$ cat src/rtl/lbm_stream_engine_if.sv
// lbm_stream_engine_if: start/status, source-read and destination-write
// bundle for lbm_stream_engine. The engine uses the master modport and the
// memory/controller side uses the slave modport.
// Optional macro LBM_STREAM_PERF_EN adds the stall_cycles status word.
interface lbm_stream_engine_if #(
  parameter int DATA_WIDTH_F     = 288,
  parameter int ADDRESS_WIDTH    = 8,
  parameter int TIME_COUNT_WIDTH = 3
);
  logic                        start;
  logic                        busy;
  logic                        done;
  logic [TIME_COUNT_WIDTH-1:0] step_count;
  logic                        src_rd_en;
  logic [ADDRESS_WIDTH-1:0]    src_rd_addr;
  logic [DATA_WIDTH_F-1:0]     src_rd_data;
  logic                        dst_wr_en;
  logic [ADDRESS_WIDTH-1:0]    dst_wr_addr;
  logic [DATA_WIDTH_F-1:0]     dst_wr_data;
  logic                        dst_wr_ready;
`ifdef LBM_STREAM_PERF_EN
  logic [31:0]                 stall_cycles;

  modport master (
    input  start, src_rd_data, dst_wr_ready,
    output busy, done, step_count, src_rd_en, src_rd_addr,
    output dst_wr_en, dst_wr_addr, dst_wr_data, stall_cycles
  );
  modport slave (
    output start, src_rd_data, dst_wr_ready,
    input  busy, done, step_count, src_rd_en, src_rd_addr,
    input  dst_wr_en, dst_wr_addr, dst_wr_data, stall_cycles
  );
`else
  modport master (
    input  start, src_rd_data, dst_wr_ready,
    output busy, done, step_count, src_rd_en, src_rd_addr,
    output dst_wr_en, dst_wr_addr, dst_wr_data
  );
  modport slave (
    output start, src_rd_data, dst_wr_ready,
    input  busy, done, step_count, src_rd_en, src_rd_addr,
    input  dst_wr_en, dst_wr_addr, dst_wr_data
  );
`endif
endinterface

$ cat src/rtl/lbm_stream_engine.sv
// lbm_stream_engine: D2Q9 pull-streaming engine. For every node of an
// NX x NY grid it reads the nine source words its directions pull from,
// keeps one component of each, and writes the assembled word to the
// destination memory. Node period is 9 reads + 1 drain + 1 write cycle.
// Optional macro LBM_STREAM_PERF_EN adds a saturating write-stall counter.
module lbm_stream_engine #(
  parameter int NX               = 16,
  parameter int NY               = 16,
  parameter int DATA_WIDTH       = 32,
  parameter int DATA_WIDTH_F     = 9*DATA_WIDTH,
  parameter int ADDRESS_WIDTH    = $clog2(NX*NY),
  parameter int WALL_MODE        = 0,
  parameter int MAX_TIME         = 8,
  parameter int TIME_COUNT_WIDTH = $clog2(MAX_TIME)
)(
  input  logic                 CLOCK_50,
  input  logic                 RESET,
  lbm_stream_engine_if.master  bus
);

  localparam int XW = (NX > 1) ? $clog2(NX) : 1;
  localparam int YW = (NY > 1) ? $clog2(NY) : 1;
  localparam logic [XW-1:0] X_MAX = XW'(NX-1);
  localparam logic [YW-1:0] Y_MAX = YW'(NY-1);
  localparam logic [3:0]    DIR_LAST = 4'd8;
  localparam logic [TIME_COUNT_WIDTH-1:0] STEP_MAX = TIME_COUNT_WIDTH'(MAX_TIME-1);

  typedef enum logic [1:0] {S_IDLE, S_READ, S_DRAIN, S_WRITE} state_t;

  // Lattice velocity x component of direction d.
  function automatic logic signed [1:0] f_cx(input logic [3:0] d);
    case (d)
      4'd1, 4'd5, 4'd8: f_cx = 2'sd1;
      4'd3, 4'd6, 4'd7: f_cx = -2'sd1;
      default:          f_cx = 2'sd0;
    endcase
  endfunction

  // Lattice velocity y component of direction d.
  function automatic logic signed [1:0] f_cy(input logic [3:0] d);
    case (d)
      4'd2, 4'd5, 4'd6: f_cy = 2'sd1;
      4'd4, 4'd7, 4'd8: f_cy = -2'sd1;
      default:          f_cy = 2'sd0;
    endcase
  endfunction

  // Direction pointing the opposite way, used for wall bounce-back.
  function automatic logic [3:0] f_opp(input logic [3:0] d);
    case (d)
      4'd1:    f_opp = 4'd3;
      4'd2:    f_opp = 4'd4;
      4'd3:    f_opp = 4'd1;
      4'd4:    f_opp = 4'd2;
      4'd5:    f_opp = 4'd7;
      4'd6:    f_opp = 4'd8;
      4'd7:    f_opp = 4'd5;
      4'd8:    f_opp = 4'd6;
      default: f_opp = 4'd0;
    endcase
  endfunction

  // Saturating increment for the stall counter.
  function automatic logic [31:0] f_sat_inc(input logic [31:0] v);
    f_sat_inc = (v == 32'hFFFF_FFFF) ? v : v + 32'd1;
  endfunction

  state_t                      r_state;
  state_t                      w_next;
  logic [XW-1:0]               r_x;
  logic [YW-1:0]               r_y;
  logic [3:0]                  r_dir;
  logic                        r_done;
  logic [TIME_COUNT_WIDTH-1:0] r_step;

  logic                        r_vld_p1;
  logic [3:0]                  r_lane_p1;
  logic [3:0]                  r_sel_p1;
  logic signed [DATA_WIDTH-1:0] r_asm_p2 [0:8];

  logic signed [1:0]           w_cx;
  logic signed [1:0]           w_cy;
  logic [XW-1:0]               w_sx;
  logic [YW-1:0]               w_sy;
  logic                        w_bounce;
  logic [3:0]                  w_sel;
  logic [ADDRESS_WIDTH-1:0]    w_rd_addr;
  logic [ADDRESS_WIDTH-1:0]    w_own_addr;
  logic                        w_last_node;
  logic                        w_accept;
  logic                        w_start_acc;
  logic signed [DATA_WIDTH-1:0] w_src_comp [0:8];
  logic [DATA_WIDTH_F-1:0]     w_asm_word;

  assign w_own_addr  = ADDRESS_WIDTH'(int'(r_y) * NX + int'(r_x));
  assign w_last_node = (r_x == X_MAX) && (r_y == Y_MAX);
  assign w_accept    = (r_state == S_WRITE) && bus.dst_wr_ready;
  // A start in the done cycle is ignored; it must still be high one cycle later.
  assign w_start_acc = (r_state == S_IDLE) && bus.start && !r_done;

  // Source coordinate for the current direction: wrap by compare/select, or bounce at a wall.
  always_comb begin
    w_cx     = f_cx(r_dir);
    w_cy     = f_cy(r_dir);
    w_sx     = r_x;
    w_sy     = r_y;
    w_bounce = 1'b0;
    if (w_cx == 2'sd1)       w_sx = (r_x == '0)    ? X_MAX : r_x - 1'b1;
    else if (w_cx == -2'sd1) w_sx = (r_x == X_MAX) ? '0    : r_x + 1'b1;
    if (w_cy == 2'sd1) begin
      if (r_y != '0)          w_sy = r_y - 1'b1;
      else if (WALL_MODE == 1) w_bounce = 1'b1;
      else                    w_sy = Y_MAX;
    end else if (w_cy == -2'sd1) begin
      if (r_y != Y_MAX)       w_sy = r_y + 1'b1;
      else if (WALL_MODE == 1) w_bounce = 1'b1;
      else                    w_sy = '0;
    end
    if (w_bounce) begin
      w_sx = r_x;
      w_sy = r_y;
    end
    w_sel     = w_bounce ? f_opp(r_dir) : r_dir;
    w_rd_addr = ADDRESS_WIDTH'(int'(w_sy) * NX + int'(w_sx));
  end

  // Split the returned source word into its nine components.
  always_comb begin
    for (int i = 0; i < 9; i++) w_src_comp[i] = bus.src_rd_data[i*DATA_WIDTH +: DATA_WIDTH];
  end

  // Pack the assembly lanes into the destination word.
  always_comb begin
    w_asm_word = '0;
    for (int i = 0; i < 9; i++) w_asm_word[i*DATA_WIDTH +: DATA_WIDTH] = r_asm_p2[i];
  end

  // State register.
  always_ff @(posedge CLOCK_50 or posedge RESET) begin
    if (RESET) r_state <= S_IDLE;
    else       r_state <= w_next;
  end

  // Next-state logic.
  always_comb begin
    w_next = r_state;
    case (r_state)
      S_IDLE:  if (w_start_acc) w_next = S_READ;
      S_READ:  if (r_dir == DIR_LAST) w_next = S_DRAIN;
      S_DRAIN: w_next = S_WRITE;
      S_WRITE: if (bus.dst_wr_ready) w_next = w_last_node ? S_IDLE : S_READ;
      default: w_next = S_IDLE;
    endcase
  end

  // Outputs decoded from state; addresses and data are zero outside their phase.
  always_comb begin
    bus.busy        = (r_state != S_IDLE);
    bus.src_rd_en   = (r_state == S_READ);
    bus.src_rd_addr = (r_state == S_READ)  ? w_rd_addr  : '0;
    bus.dst_wr_en   = (r_state == S_WRITE);
    bus.dst_wr_addr = (r_state == S_WRITE) ? w_own_addr : '0;
    bus.dst_wr_data = (r_state == S_WRITE) ? w_asm_word : '0;
    bus.done        = r_done;
    bus.step_count  = r_step;
  end

  // Node/direction counters, step counter, done pulse and the read-return tag.
  always_ff @(posedge CLOCK_50 or posedge RESET) begin
    if (RESET) begin
      r_x       <= '0;
      r_y       <= '0;
      r_dir     <= '0;
      r_done    <= 1'b0;
      r_step    <= '0;
      r_vld_p1  <= 1'b0;
      r_lane_p1 <= '0;
      r_sel_p1  <= '0;
    end else begin
      // p0 -> p1: tag the read issued this cycle with its lane and component
      r_vld_p1  <= (r_state == S_READ);
      r_lane_p1 <= r_dir;
      r_sel_p1  <= w_sel;
      r_done    <= w_accept && w_last_node;
      if (r_state == S_READ) r_dir <= (r_dir == DIR_LAST) ? 4'd0 : r_dir + 4'd1;
      if (w_accept) begin
        if (w_last_node) begin
          r_x    <= '0;
          r_y    <= '0;
          r_step <= (r_step == STEP_MAX) ? '0 : r_step + 1'b1;
        end else if (r_x == X_MAX) begin
          r_x <= '0;
          r_y <= r_y + 1'b1;
        end else begin
          r_x <= r_x + 1'b1;
        end
      end
    end
  end

  // p1 -> p2: capture the selected component of the returned word into its lane.
  always_ff @(posedge CLOCK_50) begin
    if (r_vld_p1) begin
      for (int i = 0; i < 9; i++) begin
        if (r_lane_p1 == 4'(i)) r_asm_p2[i] <= w_src_comp[r_sel_p1];
      end
    end
  end

`ifdef LBM_STREAM_PERF_EN
  logic [31:0] r_stall;

  // Count write cycles the destination refuses; restart on each accepted start.
  always_ff @(posedge CLOCK_50 or posedge RESET) begin
    if (RESET)                                             r_stall <= '0;
    else if (w_start_acc)                                  r_stall <= '0;
    else if ((r_state == S_WRITE) && !bus.dst_wr_ready)    r_stall <= f_sat_inc(r_stall);
  end

  assign bus.stall_cycles = r_stall;
`endif

endmodule

$ cat src/flat_wrapper.sv
// flat-port wrapper written by rule: the top's interface ports become plain ports
module lbm_stream_engine_flat 
#(
  parameter int NX               = 16,
  parameter int NY               = 16,
  parameter int DATA_WIDTH       = 32,
  parameter int DATA_WIDTH_F     = 9*DATA_WIDTH,
  parameter int ADDRESS_WIDTH    = $clog2(NX*NY),
  parameter int WALL_MODE        = 0,
  parameter int MAX_TIME         = 8,
  parameter int TIME_COUNT_WIDTH = $clog2(MAX_TIME)
)
  (CLOCK_50, RESET, bus_start, bus_src_rd_data, bus_dst_wr_ready, bus_busy, bus_done, bus_step_count, bus_src_rd_en, bus_src_rd_addr, bus_dst_wr_en, bus_dst_wr_addr, bus_dst_wr_data);
  lbm_stream_engine_if #(.DATA_WIDTH_F(DATA_WIDTH_F), .ADDRESS_WIDTH(ADDRESS_WIDTH), .TIME_COUNT_WIDTH(TIME_COUNT_WIDTH)) bus_i ();
  input  logic CLOCK_50;
  input  logic RESET;
  input wire logic [$bits(bus_i.start)-1:0] bus_start;
  input wire logic [$bits(bus_i.src_rd_data)-1:0] bus_src_rd_data;
  input wire logic [$bits(bus_i.dst_wr_ready)-1:0] bus_dst_wr_ready;
  output wire logic [$bits(bus_i.busy)-1:0] bus_busy;
  output wire logic [$bits(bus_i.done)-1:0] bus_done;
  output wire logic [$bits(bus_i.step_count)-1:0] bus_step_count;
  output wire logic [$bits(bus_i.src_rd_en)-1:0] bus_src_rd_en;
  output wire logic [$bits(bus_i.src_rd_addr)-1:0] bus_src_rd_addr;
  output wire logic [$bits(bus_i.dst_wr_en)-1:0] bus_dst_wr_en;
  output wire logic [$bits(bus_i.dst_wr_addr)-1:0] bus_dst_wr_addr;
  output wire logic [$bits(bus_i.dst_wr_data)-1:0] bus_dst_wr_data;
  assign bus_i.start = bus_start;
  assign bus_i.src_rd_data = bus_src_rd_data;
  assign bus_i.dst_wr_ready = bus_dst_wr_ready;
  assign bus_busy = bus_i.busy;
  assign bus_done = bus_i.done;
  assign bus_step_count = bus_i.step_count;
  assign bus_src_rd_en = bus_i.src_rd_en;
  assign bus_src_rd_addr = bus_i.src_rd_addr;
  assign bus_dst_wr_en = bus_i.dst_wr_en;
  assign bus_dst_wr_addr = bus_i.dst_wr_addr;
  assign bus_dst_wr_data = bus_i.dst_wr_data;
  lbm_stream_engine #(.NX(NX), .NY(NY), .DATA_WIDTH(DATA_WIDTH), .DATA_WIDTH_F(DATA_WIDTH_F), .ADDRESS_WIDTH(ADDRESS_WIDTH), .WALL_MODE(WALL_MODE), .MAX_TIME(MAX_TIME), .TIME_COUNT_WIDTH(TIME_COUNT_WIDTH)) u_core (.CLOCK_50(CLOCK_50), .RESET(RESET), .bus(bus_i));
endmodule
$ cat config.mk
export PLATFORM = sky130hd
export DESIGN_NAME = lbm_stream_engine_flat
export DESIGN_NICKNAME = d
export VERILOG_FILES = /design/src/rtl/lbm_stream_engine_if.sv /design/src/rtl/lbm_stream_engine.sv /design/src/flat_wrapper.sv
export SDC_FILE = /design/constraint.sdc
export NUM_CORES = 1
export LEC_CHECK = 0
export CORE_AREA = 10 10 224 226
export DETAILED_ROUTE_END_ITERATION = 7
export DIE_AREA = 0 0 234 236
export SYNTH_ARGS = -nofsm -noshare
export SYNTH_HDL_FRONTEND = slang
export SYNTH_SLANG_ARGS = --single-unit
$ cat constraint.sdc
create_clock -name CLOCK_50 -period 4.4 [get_ports CLOCK_50]
set_input_delay 0.88 -clock CLOCK_50 [delete_from_list [all_inputs] [get_ports CLOCK_50]]
set_output_delay 0.88 -clock CLOCK_50 [all_outputs]
set_load 0.02 [all_outputs]
## Yosys cells after proc, flatten, opt, wreduce, memory -nomap -nowiden

Memory sizes are Yosys's and may differ from the RTL's.
Cells that the tools add are included.

- $add $sub $neg: 8
- $lt $le $gt $ge: 1
- Equal/unequal tests: 30
- Muxes and demuxes: 77
- Bitwise logic cells: 1
- Reductions and logical operators: 27

Operators with widths:

| cell | count |
|---|---|
| 32-bit 2-to-1 mux | 10 |
| 288-bit 2-to-1 mux | 1 |
| 32-bit OR reduction | 8 |
| 32-bit binary-select mux with 4-bit select | 1 |
| 4-bit 2-to-1 mux | 20 |
| 1-bit 2-to-1 mux | 36 |
| 4-bit by 3-bit == test with 1-bit output, second input constant | 8 |
| 8-bit by 4-bit adder with 8-bit output | 2 |
| 4-bit by 2-bit == test with 1-bit output, second input constant | 4 |
| 4-bit == test, second input constant | 4 |
| 8-bit 2-to-1 mux | 2 |
| 4-bit by 1-bit adder with 4-bit output, second input constant | 3 |
| 3-bit OR reduction | 4 |
| 2-bit == test, second input constant | 4 |
| 4-bit by 1-bit == test with 1-bit output, second input constant | 2 |
| 4-bit zero test | 2 |
| 2-bit one-hot mux with 2 select lines | 2 |
| 2-bit one-hot mux with 4 select lines | 1 |
| 4-bit by 1-bit subtractor with 4-bit output, second input constant | 2 |
| 2-bit by 1-bit == test with 1-bit output, second input constant | 3 |
| 2-bit 2-to-1 mux | 3 |
| 5-bit >= comparator, second input constant | 1 |
| 1-bit logical AND | 5 |
| 4-bit inverter with 5-bit output | 1 |
| 12 further kinds | 15 |

- Flip-flop bits (word level): 23
- Bits in writable memories: 288
- Bits of input ports: 292
- Output and inout port bits: 311
- Logic and storage cells: 153
- Memories: 1

Memories:

| name | depth | width | read ports | clocked after Yosys merged registers in | wr ports | RTL line | RTL |
|---|---|---|---|---|---|---|---|
| u_core.r_asm_p2 | 9 | 32 | 9 | 0 | 1 | lbm_stream_engine.sv:79 | `logic signed [DATA_WIDTH-1:0] r_asm_p2 [0:8];` |

## Longest topological paths before layout

- Depth after elaboration: 13
- Mapped depth: 6
- Depth with buffers taken out: 6

## Worst setup path after synthesis

Ideal clock, no wire load.

- Path type: reg2reg
- From: register u_core.r_lane_p1[3]
- To: memory u_core.r_asm_p2[2][0], in the netlist u_core.r_asm_p2[0][64] (enable)
- Arrival time: 3,331 ps
- Data required time: 3,939 ps
- Path slack: 608 ps
- Cell stages (with the launch flop): 6
- Path buffers: 2
- Cells stage by stage: dfrtp_1 -> inv_1 -> buf_2 -> buf_1 -> nand3_1 -> nor3_1

- Longest elaborated chain between the ends: 13
- Elaborated cells on any way between the ends: 60
- Classes of those cells: 8 x eq/ne; 43 x mux; 9 x reduce/logical

RTL lines:

| what | RTL line | RTL |
|---|---|---|
| from (decl) | lbm_stream_engine.sv:77 | `logic [3:0] r_lane_p1;` |
| from (signal assigned) | lbm_stream_engine.sv:182 | `r_lane_p1 <= r_dir;` |
| 4-bit by 1-bit == test with 1-bit output | lbm_stream_engine.sv:205 | `if (r_lane_p1 == 4'(i)) r_asm_p2[i] <= w_src_comp[r_sel_p1];` |
| 1-bit 2-to-1 mux | lbm_stream_engine.sv:205 |  |
| 1-bit 2-to-1 mux | lbm_stream_engine.sv:203 | `if (r_vld_p1) begin` |
| 1-bit 2-to-1 mux (implied by the code) | lbm_stream_engine.sv:205 |  |
| 32-bit OR reduction (no source line) | - |  |
| 4-bit 2-to-1 mux (no source line) or 1-bit 2-to-1 mux (tied branches) (8 in series) | - |  |
| to (decl) | lbm_stream_engine.sv:79 |  |

Several ways; a longest one is shown, not always the timed one.

## Final worst setup path

- From: register u_core.r_state[1]
- To: output port bus_src_rd_addr[4]

- Longest elaborated chain between the ends: 2

RTL lines:

| what | RTL line | RTL |
|---|---|---|
| from (decl) | lbm_stream_engine.sv:68 | `state_t r_state;` |
| from (signal assigned) | lbm_stream_engine.sv:141 | `else r_state <= w_next;` |
| 2-bit by 1-bit == test with 1-bit output | lbm_stream_engine.sv:160 | `bus.src_rd_addr = (r_state == S_READ) ? w_rd_addr : '0;` |
| 8-bit 2-to-1 mux | lbm_stream_engine.sv:160 |  |
| to (decl) | flat_wrapper.sv:24 | `output wire logic [$bits(bus_i.src_rd_addr)-1:0] bus_src_rd_addr;` |

Every way passes these cells.

==> impl.org <==
** Worst setup path
- Delay-heaviest family, CP :: buffers and inverters
- The largest single stage delay on the critical path is 0.70 ns.
- The worst setup path is captured at an output port.
- The critical path crosses 5 cells after its start point.
- CP Class :: flip-flop to output port
- Data arrival, critical path :: roughly 3 ns
- Nature of the critical path startpoint :: flip-flop
- For this design, the slowest cell found on the critical path is sky130_fd_sc_hd__clkdlybuf4s50_1.
- Number of buffers and inverters on the critical path :: 2
- The signal on the critical path passes through inv_1 > ha_1 > o31ai_1 > a211oi_1 > clkdlybuf4s50_1.
- Required time at the worst-slack endpoint :: 3.52 ns
- The worst register-to-register path has a depth of 4.
- Highest net fanout along the worst path :: 22

** Detailed routing
- Initial DRT Pass Iterations :: 7
- After detailed routing, the number of vias per cell comes to 4.84.
- The final route contains 10800 vias.
- Violation count after the first detailed-route iteration :: 759
- After detailed routing, the total wire length is 62400 um.
- Dividing the detail-routed wire length by the instance count gives 28.0 um.
- For this run, design rule violations remaining after detail routing come to 0.
- Number of routed nets with antenna violations :: 0

** Yosys
- Count leader, synth :: sky130_fd_sc_hd__and2_1
- After synthesis, the netlist uses 49 different library cells.
- Synthesis produced a netlist with a net count of 1299.
- Number of flip-flops and latches in the synthesized netlist :: 311
- Number of enable-type register cells in the synthesized netlist :: 288
- Ys async rst share :: 0.0740
- Area share of the leading cell type in the synthesized netlist :: 0.601
- By area the synthesized netlist is led by sky130_fd_sc_hd__edfxtp_1, sky130_fd_sc_hd__and2_1, sky130_fd_sc_hd__mux4_2.
- In the synthesized netlist, the number of instances is 993.
- The synthesized design spends more area on one cell type than any other, namely sky130_fd_sc_hd__edfxtp_1.
- The synthesized netlist occupies a cell area of 14400 um^2.
- During synthesis, Yosys emitted a total of 0 warnings.
- The share of the Yosys chip area taken by registers is 0.641.
- For this run, the leading register cell type out of synthesis is sky130_fd_sc_hd__edfxtp_1.
- Averaged over all synthesized cells, the footprint is 14.5 um^2.
- Most instantiated cells after synthesis :: sky130_fd_sc_hd__and2_1, sky130_fd_sc_hd__edfxtp_1, sky130_fd_sc_hd__mux4_2

** Floorplan
- Area of the die :: 55200 um^2
- Y dimension of the die :: approximately 240 um
- After floorplanning, the core was sized to cover around 46000 um^2.
- The die is approximately 230 um wide.
- Count of pins on the block boundary :: 603
- Row generation in the floorplan step produced 79 rows.
- Starting density of the core :: 0.314

** Place
- Timing analysis after detailed placement gives a worst setup slack of 1.13 ns.
- The congestion estimate from routability-driven global placement came to 0.934.
- Port buffering added between 600 and 700 buffers.
- Final HPWL from detailed placement :: 49000 um

** Global routing
- The first global-routing pass estimated 85900 um of wire.
- Global route overflow :: 0
- In the global route stage, overall resource usage came out at 0.217.
- Maximum number of pins on one net before global-route repair :: 105
- The via count of the first global-routing pass came to 11200.
- The initial antenna violation count was 17.

** Final layout
- Ratio of cells with drive above 1 in the final layout :: 0.113
- Number of fill cells :: 4152
- The final layout contains 1898 nets.
- Area growth, synth to finish :: 55.7%

** Min path
- Min-Delay Path Depth :: 0
- Hold WC Path Type :: flip-flop to flip-flop

** Clock tree
- The H-tree was split into 2 levels.
- Clock Sinks :: just over 300
- Number of buffers created by CTS :: 35
- CTS root buffer :: sky130_fd_sc_hd__clkbuf_16
- In this run the post-CTS setup repair buffer count came out at 0.
- Clock latency at the later pin of the worst-skew pair :: 0.50 ns
- For this design, the CTS-stage hold fixing added 0 buffers.
- Max Buffers Root-to-Sink :: 3
- CTS clk-pin slew, worst paths :: 0.06 ns
- In this run, post-CTS repair resized a total of 0 instances.
- TritonCTS built the clock tree.

** Timing
- Unrepaired setup endpoints after global routing :: no
- Count of final max-slew check failures :: 0
- For the final database, setup skew stands at 0.0132 ns.
- Worst Hold Margin :: approximately 0.48 ns
- Setup TNS :: 0 ns
- Shortest clock period the worst path allows after layout :: 3.89 ns
- In the finished design, the share of the clock period the worst path needs comes to 0.883.
- Based on the critical path, the design can be clocked at up to 257 MHz.
- Setup violations remaining at the end of the flow were counted as 0.
- Setup slack closes at ~0.51 ns.
- Measured against its own limit, the worst slew margin works out to 0.0815.
- Final count of hold timing violations :: 0
- For the pin with the worst max-slew slack, the measured transition is approximately 1.4 ns.

** Outcome
- The run finished with clean final reports.

** Power
- In this run the power density over the cells is 672 nW/um^2.
- Leakage power of the design :: 7.74 nW
- IR analysis of the VDD net gives a maximum drop of about 0.38 mV.

** Job
- Number of max-capacitance violations reported :: 0
[registers in the layout, indices dropped and copies added (netlist names)]
| name | cells |
|---|---|
| u_core.bus.done | 1 |
| u_core.bus.step_count | 3 |
| u_core.r_asm_p2 | 288 |
| u_core.r_dir | 4 |
| u_core.r_lane_p1 | 4 |
| u_core.r_state | 2 |
| u_core.r_vld_p1 | 1 |
| u_core.r_x | 4 |
| u_core.r_y | 4 |
[kinds of logic (layout without fill, tap and decap cells)]
family	after synthesis	in the layout	share of synthesized area
adder cells (fa/ha/maj)	14	14	0.0122
other	0	7	0
AO/OA/AOI/OAI	106	106	0.0503
AND/OR/NAND/NOR	399	399	0.161
flip-flops	311	311	0.641
XOR/XNOR	2	2	0.00122
multiplexers	74	74	0.108
buffers and inverters	87	709	0.0271
[layer usage]
layer,global-route usage,part of all wire
met4,0.0489,0.015
met3,0.0640,0.078
met2,0.385,0.52
met1,0.251,0.38
met5,0,0.00054
[report_power, final]
part           switching, W  internal, W  leakage (nW)
combinational       0.00440      0.00302          4.29
sequential         0.000393      0.00434          2.90
clock               0.00114      0.00177         0.550
total               0.00594      0.00913          7.74
[worst paths after layout]
path / from / endpoint / slack [ns]
worst max-delay path: u_core.r_state[1]$_DFFE_PP0P_ / bus_src_rd_addr[4] / 0.51
worst min-delay path: u_core.r_dir[0]$_DFFE_PP0N_ / u_core.r_lane_p1[0]$_DFF_PP0_ / 0.48
max in group asynchronous: RESET / u_core.r_lane_p1[1]$_DFF_PP0_ / 2.88
worst min register to register: u_core.r_dir[0]$_DFFE_PP0N_ / u_core.r_lane_p1[0]$_DFF_PP0_ / 0.48
worst max register to register: u_core.r_lane_p1[1]$_DFF_PP0_ / u_core.r_asm_p2[0][204]$_DFFE_PP_ / 1.28
min in group asynchronous: RESET / u_core.r_state[1]$_DFFE_PP0P_ / 0.86
[through the flow]
step | cell area, um^2 | total power (W) | std cells | utilization
2_1_floorplan | 14400 | 0.00845 | 993 | -
3_3_place_gp | 21300 | 0.0123 | 2162 | 0.463
3_5_place_dp | 21300 | 0.0124 | 2162 | 0.463
4_1_cts | 22400 | 0.0153 | 2222 | 0.488
5_1_grt | 22400 | 0.0158 | 2226 | 0.488
6_report | 22400 | 0.0151 | 2229 | 0.488
[layout make-up]
type | instances | area (um^2) | area share
timing repair buffer | 636 | 6320 | 0.282
inverter | 13 | 48.8 | 0.00218
antenna | 7 | 17.5 | 0.000782
multi-input combinational | 595 | 4890 | 0.218
tap | 607 | 759 | 0.0339
sequential | 311 | 9230 | 0.412
clock buffer | 46 | 960 | 0.0428
clock inverter | 14 | 176 | 0.00787
[cells in the final DEF, fill, tap and decap left out, drive strengths merged, types with 2 or more instances in the layout]
cell type        n
nand3            8
mux4            64
diode            7
o21ai           13
and2           296
inv             13
ha              14
dfrtp           23
o211ai           2
clkdlybuf4s50  602
bufinv           4
nor2            17
clkbuf          46
nand3b           3
a21o             4
a221oi          32
clkinv           8
nor3b            2
nand2           54
edfxtp         288
nor3             6
mux2i            5
mux2             5
xnor2            2
clkinvlp         2
nand2b           6
a21oi           38
and3             2
a31oi            5
buf             34
No activity file was read; power rests on OpenSTA's default activity.
